[src/rtl/cpu_pkg.sv]
// cpu_pkg: shared constants and types for the 16-bit CPU datapath.
//   DATA_W     default datapath width
//   REG_N      default architectural register count
//   reg_addr_t register index for the default register file
//   word_t     datapath word
package cpu_pkg;
  localparam int DATA_W = 16;
  localparam int REG_N  = 8;

  typedef logic [$clog2(REG_N)-1:0] reg_addr_t;
  typedef logic [DATA_W-1:0]        word_t;

  // Register index 0 is hardwired when the zero-register option is on.
  function automatic logic is_zero_reg(input int unsigned addr, input bit zero_r0);
    return zero_r0 && (addr == 0);
  endfunction
endpackage

[src/rtl/reg_file_if.sv]
// reg_file_if: bundle of the register file's write, read and reserve signals.
//   master: decode/writeback side (drives we/waddr/wdata, read addresses,
//           rsv_en/rsv_addr; receives rdata_*, busy_*, any_busy)
//   slave : the register file itself
interface reg_file_if #(
  parameter int WIDTH = cpu_pkg::DATA_W,
  parameter int AW    = $clog2(cpu_pkg::REG_N)
);
  logic             we;
  logic [AW-1:0]    waddr;
  logic [WIDTH-1:0] wdata;
  logic [AW-1:0]    raddr_a;
  logic [WIDTH-1:0] rdata_a;
  logic [AW-1:0]    raddr_b;
  logic [WIDTH-1:0] rdata_b;
  logic             rsv_en;
  logic [AW-1:0]    rsv_addr;
  logic             busy_a;
  logic             busy_b;
  logic             any_busy;

  modport master (
    output we, waddr, wdata, raddr_a, raddr_b, rsv_en, rsv_addr,
    input  rdata_a, rdata_b, busy_a, busy_b, any_busy
  );

  modport slave (
    input  we, waddr, wdata, raddr_a, raddr_b, rsv_en, rsv_addr,
    output rdata_a, rdata_b, busy_a, busy_b, any_busy
  );
endinterface

[src/rtl/regfile_scoreboard.sv]
// regfile_scoreboard: per-register pending bits for RAW hazard stalls.
//   clk, rst           clock, synchronous active-high reset
//   we, waddr          writeback release (clears pending)
//   rsv_en, rsv_addr   decode reserve (sets pending; wins over release)
//   raddr_a/b          lookup addresses
//   busy_a/b           pending bit of the looked-up register
//   any_busy           OR of all pending bits
// Macro REGFILE_BYPASS_EN: a register being released this cycle reads
// not-busy unless it is re-reserved in the same cycle.
module regfile_scoreboard
  import cpu_pkg::*;
#(
  parameter int NREGS   = REG_N,
  parameter bit ZERO_R0 = 1'b1,
  parameter int AW      = $clog2(NREGS)
) (
  input  logic          clk,
  input  logic          rst,
  input  logic          we,
  input  logic [AW-1:0] waddr,
  input  logic          rsv_en,
  input  logic [AW-1:0] rsv_addr,
  input  logic [AW-1:0] raddr_a,
  input  logic [AW-1:0] raddr_b,
  output logic          busy_a,
  output logic          busy_b,
  output logic          any_busy
);
  logic [NREGS-1:0] pending_q, pending_d;
  logic             wr_ok, rsv_ok;

  assign wr_ok  = we     && !is_zero_reg(32'(waddr), ZERO_R0);
  assign rsv_ok = rsv_en && !is_zero_reg(32'(rsv_addr), ZERO_R0);

  always_comb begin
    pending_d = pending_q;
    if (wr_ok)  pending_d[waddr]    = 1'b0;
    // Reserve applied last: it belongs to the younger instruction.
    if (rsv_ok) pending_d[rsv_addr] = 1'b1;
  end

  always_ff @(posedge clk) begin
    if (rst) pending_q <= '0;
    else     pending_q <= pending_d;
  end

  always_comb begin
    busy_a = pending_q[raddr_a];
    busy_b = pending_q[raddr_b];
`ifdef REGFILE_BYPASS_EN
    if (wr_ok && raddr_a == waddr) busy_a = rsv_ok && (rsv_addr == waddr);
    if (wr_ok && raddr_b == waddr) busy_b = rsv_ok && (rsv_addr == waddr);
`endif
  end

  assign any_busy = |pending_q;
endmodule

[src/rtl/reg_file.sv]
// reg_file: NREGS x WIDTH register file, one sync write port, two async
// read ports, plus a pending scoreboard for issue-stage RAW stalls.
//   clk, rst  clock, synchronous active-high reset (clears data + pending)
//   bus       reg_file_if.slave: we/waddr/wdata, raddr_a/b -> rdata_a/b,
//             rsv_en/rsv_addr, busy_a/b, any_busy
// Macro REGFILE_BYPASS_EN: forwards wdata to a read port addressing the
// register being written in the same cycle.
module reg_file
  import cpu_pkg::*;
#(
  parameter int WIDTH   = DATA_W,
  parameter int NREGS   = REG_N,
  parameter bit ZERO_R0 = 1'b1,
  parameter int AW      = $clog2(NREGS)
) (
  input  logic        clk,
  input  logic        rst,
  reg_file_if.slave   bus
);
  logic [NREGS-1:0][WIDTH-1:0] regs_q, regs_d;
  logic                        wr_ok;

  assign wr_ok = bus.we && !is_zero_reg(32'(bus.waddr), ZERO_R0);

  always_comb begin
    regs_d = regs_q;
    if (wr_ok) regs_d[bus.waddr] = bus.wdata;
  end

  always_ff @(posedge clk) begin
    if (rst) regs_q <= '0;
    else     regs_q <= regs_d;
  end

  // Read path is address mux only; R0 is masked rather than relying on
  // its flop staying zero, so it folds away when ZERO_R0 is set.
  always_comb begin
    bus.rdata_a = is_zero_reg(32'(bus.raddr_a), ZERO_R0) ? '0 : regs_q[bus.raddr_a];
    bus.rdata_b = is_zero_reg(32'(bus.raddr_b), ZERO_R0) ? '0 : regs_q[bus.raddr_b];
`ifdef REGFILE_BYPASS_EN
    if (wr_ok && bus.raddr_a == bus.waddr) bus.rdata_a = bus.wdata;
    if (wr_ok && bus.raddr_b == bus.waddr) bus.rdata_b = bus.wdata;
`endif
  end

  regfile_scoreboard #(
    .NREGS   (NREGS),
    .ZERO_R0 (ZERO_R0),
    .AW      (AW)
  ) u_sb (
    .clk      (clk),
    .rst      (rst),
    .we       (bus.we),
    .waddr    (bus.waddr),
    .rsv_en   (bus.rsv_en),
    .rsv_addr (bus.rsv_addr),
    .raddr_a  (bus.raddr_a),
    .raddr_b  (bus.raddr_b),
    .busy_a   (bus.busy_a),
    .busy_b   (bus.busy_b),
    .any_busy (bus.any_busy)
  );
endmodule
[src/flat_wrapper.sv]
// flat-port wrapper written by rule: the top's interface ports become plain ports
module reg_file_flat import cpu_pkg::*;
#(
  parameter int WIDTH   = DATA_W,
  parameter int NREGS   = REG_N,
  parameter bit ZERO_R0 = 1'b1,
  parameter int AW      = $clog2(NREGS)
)
  (clk, rst, bus_we, bus_waddr, bus_wdata, bus_raddr_a, bus_raddr_b, bus_rsv_en, bus_rsv_addr, bus_rdata_a, bus_rdata_b, bus_busy_a, bus_busy_b, bus_any_busy);
  reg_file_if #(.WIDTH(WIDTH), .AW(AW)) bus_i ();
  input  logic clk;
  input  logic rst;
  input wire logic [$bits(bus_i.we)-1:0] bus_we;
  input wire logic [$bits(bus_i.waddr)-1:0] bus_waddr;
  input wire logic [$bits(bus_i.wdata)-1:0] bus_wdata;
  input wire logic [$bits(bus_i.raddr_a)-1:0] bus_raddr_a;
  input wire logic [$bits(bus_i.raddr_b)-1:0] bus_raddr_b;
  input wire logic [$bits(bus_i.rsv_en)-1:0] bus_rsv_en;
  input wire logic [$bits(bus_i.rsv_addr)-1:0] bus_rsv_addr;
  output wire logic [$bits(bus_i.rdata_a)-1:0] bus_rdata_a;
  output wire logic [$bits(bus_i.rdata_b)-1:0] bus_rdata_b;
  output wire logic [$bits(bus_i.busy_a)-1:0] bus_busy_a;
  output wire logic [$bits(bus_i.busy_b)-1:0] bus_busy_b;
  output wire logic [$bits(bus_i.any_busy)-1:0] bus_any_busy;
  assign bus_i.we = bus_we;
  assign bus_i.waddr = bus_waddr;
  assign bus_i.wdata = bus_wdata;
  assign bus_i.raddr_a = bus_raddr_a;
  assign bus_i.raddr_b = bus_raddr_b;
  assign bus_i.rsv_en = bus_rsv_en;
  assign bus_i.rsv_addr = bus_rsv_addr;
  assign bus_rdata_a = bus_i.rdata_a;
  assign bus_rdata_b = bus_i.rdata_b;
  assign bus_busy_a = bus_i.busy_a;
  assign bus_busy_b = bus_i.busy_b;
  assign bus_any_busy = bus_i.any_busy;
  reg_file #(.WIDTH(WIDTH), .NREGS(NREGS), .ZERO_R0(ZERO_R0), .AW(AW)) u_core (.clk(clk), .rst(rst), .bus(bus_i));
endmodule
[config.mk]
export PLATFORM = sky130hd
export DESIGN_NAME = reg_file_flat
export DESIGN_NICKNAME = d
export VERILOG_FILES = /design/src/rtl/cpu_pkg.sv /design/src/rtl/reg_file_if.sv /design/src/rtl/regfile_scoreboard.sv /design/src/rtl/reg_file.sv /design/src/flat_wrapper.sv
export SDC_FILE = /design/constraint.sdc
export NUM_CORES = 1
export LEC_CHECK = 0
export BUFFER_PORTS_ARGS = -buffer_cell sky130_fd_sc_hd__buf_2
export CORE_MARGIN = 2
export CORE_UTILIZATION = 45
export DETAILED_ROUTE_END_ITERATION = 8
export HOLD_SLACK_MARGIN = 0.08
export RECOVER_POWER = 100
export SYNTH_ARGS = -nofsm -noshare
export SYNTH_HDL_FRONTEND = slang
export SYNTH_HIERARCHICAL = 1
export SYNTH_SLANG_ARGS = --single-unit
[constraint.sdc]
create_clock -name clk -period 1.5 [get_ports clk]
set_input_delay 0.15 -clock clk [delete_from_list [all_inputs] [get_ports clk]]
set_output_delay 0.15 -clock clk [all_outputs]
set_load 0.02 [all_outputs]
* After elaboration in Yosys (flattened, before gate mapping)
Cells that the tools add are included.
** Cells by class
- Multiplexer cells :: 19
- Order comparisons :: 6
- Bitwise operators :: 3
- Reduce and logical (&&, ||, !) cells :: 11
** Operators with widths (count)
- $bwmux W128 :: 1
- $bmux W16 S3 :: 2
- $mux W16 :: 5
- $demux W16 S3 :: 1
- $lt A3 B4 Y1 const B :: 4
- $mux W8 :: 2
- $logic_not A3 Y1 :: 4
- $and A8 B8 Y8 :: 1
- $not A8 Y8 :: 1
- $or A8 B8 Y8 :: 1
- $reduce_or A8 Y1 :: 1
- $bmux W1 S3 :: 2
- $demux W1 S3 :: 2
- $ge A3 B1 Y1 const B :: 2
- $logic_and A1 B1 Y1 :: 4
- $mux W1 :: 4
- $logic_not A1 Y1 :: 2
** Word-level totals
- Logic and storage cells :: 48
- Flip-flop bits (word level) :: 136
- Input bits :: 32
- Output and inout port bits :: 35

* Depth between registers and ports, before layout
Gate-level depths: netlist of the first run.
- Word-level depth :: 9
- Mapped depth :: 6
- Depth with buffers taken out :: 3

* Modules after synthesis
The synthesis of the first run kept the hierarchy.
** By module, submodules not included
- reg_file :: seq. area each 2242.2 um^2, area an instance 6193.4 um^2, cells each 700, times used 1
- regfile_scoreboard :: seq. area each 160.2 um^2, area an instance 469.2 um^2, cells each 49, times used 1

* Least setup slack after synthesis of the first run
OpenSTA, ideal clock, no wires.
- Kind :: input to output
- From :: input bus_raddr_a[2]
- To :: output bus_rdata_a[10]
- Buffers on the path :: 3
- Setup slack :: 0.041 ns
- Data required time :: 1.350 ns
- Arrival time :: 1.309 ns
- Stages :: 5
- Cells stage by stage :: buf_6 nor2b_1 clkbuf_1 buf_2 a221oi_1
** Between the ends
- Longest elaborated chain between the ends :: 3
- Elaborated cells on any way between the ends :: 4
- Those cells by class :: mux (3); reduce/logical (1)
** RTL lines
- start, declared :: line flat_wrapper.sv:16 : input wire logic [$bits(bus_i.raddr_a)-1:0] bus_raddr_a;
- $bmux W16 S3 :: line reg_file.sv:38 : bus.rdata_a = is_zero_reg(32'(bus.raddr_a), ZERO_R0) ? '0 : regs_q[bus.raddr_a];
- $mux W16 (not written as such) :: line reg_file.sv:38
- $mux W16 (*) :: line reg_file.sv:38
- end, declared :: line flat_wrapper.sv:20 : output wire logic [$bits(bus_i.rdata_a)-1:0] bus_rdata_a;
Mark *: on every way between the ends. The rest lies on a longest branch, timed or not. The select of a mux whose other input is x is not followed.

* Final worst setup path of the first run
- From :: register u_core.u_sb.pending_q[7]
- To :: output bus_busy_a
** Between the ends
- Longest elaborated chain between the ends :: 2
** RTL lines
- start, declared :: line regfile_scoreboard.sv:29 : logic [NREGS-1:0] pending_q, pending_d;
- start signal, assigned :: line regfile_scoreboard.sv:44 : else pending_q <= pending_d;
- $bmux W1 S3 :: line regfile_scoreboard.sv:48 : busy_a = pending_q[raddr_a];
- $mux W1 (not written as such) :: line regfile_scoreboard.sv:48
- end, declared :: line flat_wrapper.sv:22 : output wire logic [$bits(bus_i.busy_a)-1:0] bus_busy_a;
No other way between the ends. The select of a mux whose other input is x is not followed.

==> results of run 1 <==
## power by group through the flow
stage / Sequential (mW) / Combinational (mW) / Clock (mW)
3_5_place_dp: 3.38 / 1.06 / 0
4_1_cts: 3.32 / 1.22 / 4.41
5_1_grt: 3.34 / 1.38 / 4.57
2_1_floorplan: 3.36 / 0.695 / 0
3_3_place_gp: 3.38 / 1.04 / 0
6_report: 3.33 / 1.31 / 4.39
## synthesized netlist by cell type (6+ instances only)
cell	count
buf_4	6
o21ai_0	6
a21oi_1	69
mux2_2	34
buf_8	6
nand2_1	229
mux2i_1	64
a21oi_2	50
clkbuf_2	6
dfxtp_1	120
buf_2	17
clkbuf_1	12
buf_6	21
a221oi_1	63
nor2b_1	8
## flip-flops by register name (all words and copies together), names as in the netlist
register	flops
u_core/u_sb/pending_q	8
u_core/regs_q	112
## cell families (layout without fill, tap and decap cells)
kind of cell / Yosys count / count (layout)
muxes: 102 / 102
DFF: 120 / 120
AOI/OAI and AO/OA: 190 / 190
and+or+nand+nor: 264 / 264
buffers and inverters: 73 / 177
## through the flow
stage	power (mW)	worst slack [ns]
after floorplan	4.06	0.0406
after detailed placement	4.44	-0.160
after global routing	9.29	-0.300
after CTS	8.96	-0.284
after global placement	4.42	-0.173
final	9.03	-0.275
## final timing paths
path                                  startpoint                                   to  slack (ns)  cells past startpoint
min reg2reg       u_core/regs_q[32]$_SDFFE_PP0P_       u_core/regs_q[32]$_SDFFE_PP0P_        0.46                      2
max reg2reg       u_core/regs_q[30]$_SDFFE_PP0P_       u_core/regs_q[30]$_SDFFE_PP0P_        0.70                      2
min                                 bus_waddr[1]  u_core/u_sb/pending_q[4]$_SDFF_PP0_        0.28                      3
max          u_core/u_sb/pending_q[7]$_SDFF_PP0_                           bus_busy_a       -0.28                      3
## per-layer routing
metal  wire length (um)  vias up  share of wire, %  GRT usage [%]
li1                   -     2875                 -              -
met1               9220     3078                40           36.1
met2              11000      343                48           46.7
met3               1690       91               7.4           5.14
met4                846        0               3.7           12.4
met5                  0        -                 0              0
## worst register-to-register path, delay by kind of cell, from the launching register on
kind | cells | cell delay [ns]
DFF | 1 | 0.42
AOI/OAI and AO/OA | 1 | 0.20
and+or+nand+nor | 1 | 0.09
## final cells by class
type | count | share of cell area (%)
multi-input combinational | 556 | 49.0
sequential | 120 | 28.3
timing repair buffer | 145 | 12.7
clock buffer | 18 | 5.07
tap | 184 | 2.66
clock inverter | 14 | 2.30
## repair_timing
| action | 4_1_cts | 5_1_grt |
|---|---|---|
| resized for setup | 110 | 64 |
| setup endpoints to repair | 34 | 35 |
| hold buffers | 23 | 0 |
| hold endpoints to repair | 115 | 0 |
| pin swaps | 8 | 17 |
## placed cells by master, fill, tap and decap left out, types with 4 or more instances in the layout
master and count:
nand3_1 4, mux2i_1 64, dlygate4sd3_1 23, mux2_2 10, clkbuf_16 17, bufinv_16 4
o21ai_0 6, clkinvlp_4 4, buf_2 39, clkinv_4 4, a221oi_2 39, nor2b_1 8
a21oi_1 99, clkbuf_2 8, dfxtp_2 37, nand2_1 229, a221oi_4 22, mux2_4 24
dfxtp_1 83, a21oi_2 20, buf_12 5, mux4_2 4, buf_4 64
==> results.txt, run 1 <==
Status - finished with violations
Failing checks - setup timing
DP Cell Count - 982
Worst-Skew Late Latency - 0.42 ns
Worst-margin pin slew - 0.785 ns
First drt pass iteration count - 7
Fillers - 1235
Sequential power share - 36.9%
Max cap viols - 0
Switching power - 2.41 mW
Setup Buffers After CTS - 0
DP Wirelength - 14200 um
Critical setup path kind - flop to primary output
Clk_skew - 0 ns
LEAKAGE - 3.24 nW
Clock sink total - 120
Starting Density - 46.0%
Period Utilization, post-route - 118%
Crit path arrival time - 1.63 ns
Core area - 0.0145 mm2
Via density - 6.16
Multi-input gate area - 0.00425 mm2
Comb pwr share - 14.5%
CTS H-tree lvls - 4
Layout Nets - 872
Async SR Flop Fraction - 0%
Unrepaired setup endpoints after global routing - true
Initial antenna violation count - 0
P&R area growth vs syn - 30.0%
Final instance area - 0.00866 mm2
PnR worst setup slack - -0.275 ns
Slew headroom - 47.5%
Final hold vios - 0
CP Launch Type - flop
IO buf count - 66
ANT nets after route - 0
Nature of the critical path endpoint - primary output
Root buffer cell - clkbuf_16
Crit path max-delay family - multiplexers
Remaining DRCs - 0
Crit path buf inv count - 1
Routability cong. - 0.878
Synthesized area per cell - 8.90 um2
Tmin final - 1.78 ns
Via count - 6387
Post-synth EDFFs - 0
Mux cell area share after synthesis - 16.9%
Yosys warns - 6
Pins Over Slew Limit - 0
Clock-pin slew on the worst setup and hold paths - 0.06 ns
Area of the die - 0.0158 mm2
Hold crit path type - input port to flop
CTS buffer count - 17
Sum Neg Setup Slack - -5.96 ns
Worst VDD drop - 816 uV
Seq/Total Area, Yosys - 36.1%
Synth area leader - dfxtp_1
CP max stage delay - 0.46 ns
PwrDens - 1040 mW/mm2
Pin count of the biggest net entering global routing - 60
Synth area leaders - dfxtp_1 (36%), nand2_1 (13%), mux2i_1 (9.6%), a221oi_1 (8.3%), a21oi_2 (6.6%)
CP Max Fanout - 4
Number of DRC markers in iteration 0 - 554
WL final - 22800 um
Synth Register Bits - 120
WL/cell - 22.0 um
Placement-stage cell area - 0.00716 mm2
Boundary Pins - 67
Die Ht - 126 um
Synthesized area - 0.00666 mm2
Clock buffer depth - 2
Internal cell power - 6.62 mW
Storage element area - 0.00245 mm2
Most used DFF post-synth - dfxtp_1
Grt ovf - 0
TritonCTS clock tree - done
Final core utilization - 59.8%
Final setup violation count - 34
Synth Area in XOR/XNOR - 0%
Worst path slowest cell - mux4_2
Cell row count - 44
Ratio of cells with drive above 1 in the final layout - 36.6%
Top cell type's share of synthesized area - 36.1%
Largest family of logic cells by synthesized area - compound AO/OA/AOI/OAI gates
Die W - 126 um
Vias in the first global route - 6433
Switching portion of total power - 26.7%
Mapped Cells - 749
Syn Nets - 781
Library cells used by synthesis - 31
Worst-path cell chain - mux4_2 > mux2_4 > buf_6
Min Hold Slack - 0.276 ns
Tot GR Track Use - 28.2%
Antenna Cells - 0
Post-route non-filler standard cell count - 1037
Clock Power Share - 48.6%
Compound-Gate Fraction of Synth Area - 20.8%
Adder-cell share of the synthesized area - 0%
Global-route wire length before repair - 35100 um
Critical path required time - 1.35 ns
Simple logic cell fraction of the synthesized area - 17.2%
Peak Freq - 563 MHz
Note: power is estimated with default switching activity, not from simulation.
==> run 2: changes to the inputs <==
- BUFFER_PORTS_ARGS: -buffer_cell sky130_fd_sc_hd__buf_2 -> default
- DONT_BUFFER_PORTS: default -> 1
- TNS_END_PERCENT: default -> 1
==> results.txt, run 2 (synthesized netlist as in run 1, its figures left out) <==
Worst-margin pin slew - 1.15 ns (+0.369 ns)
Remaining DRCs - 0 (unchanged)
Tmin final - 1.79 ns (+0.0166 ns)
Clock-pin slew on the worst setup and hold paths - 0.06 ns (about the same)
Worst reg2reg path startpoint - u_core/u_sb/pending_q[5]$_SDFF_PP0_
Via count - 6305 (-1.3%)
Tot GR Track Use - 29.0% (+0.81 points)
Total chip power - 8.27 mW (-8.4%)
Status - finished with violations
Die W - 126 um (unchanged)
Largest reg by FF count - u_core/regs_q
Worst VDD drop - 878 uV (+7.6%)
Fillers - 1278 (+3.5%)
Placement-stage cell area - 0.00679 mm2 (-5.1%)
Most common cell after layout, fill and taps aside - nand2_1
Starting Density - 46.0% (unchanged)
Pins Over Slew Limit - 0 (unchanged)
Period Utilization, post-route - 119% (+1.1 points)
Number of DRC markers in iteration 0 - 687 (+24%)
Min Hold Slack - 0.216 ns (-0.0601 ns)
ANT nets after route - 0 (unchanged)
Clk_skew - 0 ns (unchanged)
Critical setup path kind - flop to primary output
Cell row count - 44 (unchanged)
Flop-to-flop setup slack - 0.22 ns (-0.48 ns)
PwrDens - 972 mW/mm2 (-6.8%)
Area of the die - 0.0158 mm2 (unchanged)
WL final - 22900 um (+0.53%)
Clock sink total - 120 (unchanged)
Root buffer cell - clkbuf_16
Vias in the first global route - 6430 (-0.047%)
Final hold vios - 0 (unchanged)
CP Max Fanout - 3 (-1)
Crit Reg-Reg Endpoint - u_core/u_sb/pending_q[5]$_SDFF_PP0_
First drt pass iteration count - 6 (-1)
DP Wirelength - 12400 um (-12%)
Nature of the critical path endpoint - primary output
Initial antenna violation count - 0 (unchanged)
Final instance area - 0.00851 mm2 (-1.8%)
Slew headroom - 22.9% (-25 points)
WL/cell - 22.0 um (about the same)
Routability cong. - 0.852 (-2.9%)
Final setup violation count - 38 (+12%)
Clock buffer depth - 2 (unchanged)
P&R area growth vs syn - 27.7%
Global-route wire length before repair - 35600 um (+1.5%)
Peak Freq - 558 MHz (-0.93%)
Worst r2r path cells - 3 (+1)
Max cap viols - 0 (unchanged)
Failing checks - setup timing
Multi-input gate area - 0.00390 mm2 (-8.1%)
IO buf count - 0 (-100%)
TritonCTS clock tree - done
Setup Buffers After CTS - 0 (unchanged)
CP Launch Type - flop
WHS Path Cells - 4 (+1)
Layout Nets - 880 (+0.92%)
Antenna Cells - 0 (unchanged)
Number of flip-flops under the largest register name - 112 (unchanged)
Boundary Pins - 67 (unchanged)
Unrepaired setup endpoints after global routing - true
Regs by FF count - u_core/regs_q: 112 flops, u_core/u_sb/pending_q: 8 flops
Crit path arrival time - 1.64 ns (about the same)
CTS buffer count - 17 (unchanged)
Core area - 0.0145 mm2 (unchanged)
Storage element area - 0.00240 mm2 (-1.8%)
PnR worst setup slack - -0.292 ns (-0.0166 ns)
Hold path start - bus_we
Hold crit path type - input port to flop
Sum Neg Setup Slack - -8.37 ns (-2.41 ns)
Worst-Skew Late Latency - 0.42 ns (about the same)
Grt ovf - 0 (unchanged)
Final core utilization - 58.8% (-1.1 points)
CTS H-tree lvls - 4 (unchanged)
Via density - 6.05 (-1.8%)
Crit path from - u_core/regs_q[46]$_SDFFE_PP0P_
Most frequent cells in the layout - nand2_1 (229), dfxtp_1 (119), a21oi_1 (98)
LEAKAGE - 3.34 nW (+2.9%)
Ratio of cells with drive above 1 in the final layout - 22.1% (-14 points)
Hold path endpoint - u_core/regs_q[121]$_SDFFE_PP0P_
Critical path required time - 1.35 ns (about the same)
Die Ht - 126 um (unchanged)
Pin count of the biggest net entering global routing - 75 (+25%)
-- run 2: changes by cell type in the layout (fill, tap and decap cells not counted), sizes merged --
cell / previous run / this run
dlygate4sd3: 23 / 91
inv: 1 / 0
bufinv: 4 / 2
clkbuf: 29 / 22
buf: 111 / 61
clkinvlp: 4 / 2
clkinv: 5 / 4
-- run 2: where the power goes --
part / switching, mW / total (mW) / internal (mW)
Combinational: 0.489 / 0.942 / 0.453
Sequential: 0.0607 / 3.32 / 3.26
Clock: 1.47 / 4.01 / 2.54
-- run 2: final cells by class --
| class | count | area share (%) |
|---|---|---|
| sequential | 120 | 28.2 |
| tap | 184 | 2.71 |
| clock inverter | 8 | 1.16 |
| clock buffer | 21 | 5.53 |
| timing repair buffer | 153 | 16.5 |
| multi-input combinational | 556 | 45.8 |
-- run 2: critical path: stages, from the launching register on --
cell and delay (ns):
dfxtp_2 0.33, mux2_4 0.28, a221oi_4 0.32, a221oi_2 0.07, buf_4 0.22
-- run 2: worst max path at each step --
stage / cells past startpoint / end
final: 4 / bus_rdata_b[14]
after global routing: 4 / bus_rdata_b[14]
after CTS: 5 / bus_rdata_b[5]
after detailed placement: 4 / bus_rdata_b[15]
after global placement: 4 / bus_rdata_b[15]
after floorplan: 5 / bus_rdata_a[10]
-- run 2: metal layers --
metal  up-vias  track usage [%]  part of all wire [%]
met2       318             47.2                    48
met1      3070             36.6                    41
li1       2867                -                     -
met5         -                0                     0
met3        50             8.37                   8.7
met4         0             10.9                   2.5
-- run 2: stage by stage --
step	instances	worst slack, ns
6_report	1042	-0.292
2_1_floorplan	749	0.0406
3_5_place_dp	923	-0.135
5_1_grt	1042	-0.327
4_1_cts	1043	-0.297
3_3_place_gp	923	-0.0970
-- run 2: repair_timing --
| item | CTS | global route |
|---|---|---|
| pin swaps | 4 | 2 |
| gates resized for setup | 55 | 11 |
| endpoints found under the setup margin | 34 | 35 |
| hold buffers | 92 | 0 |
| gates cloned | 0 | 0 |
| hold endpoints to repair | 120 | 0 |
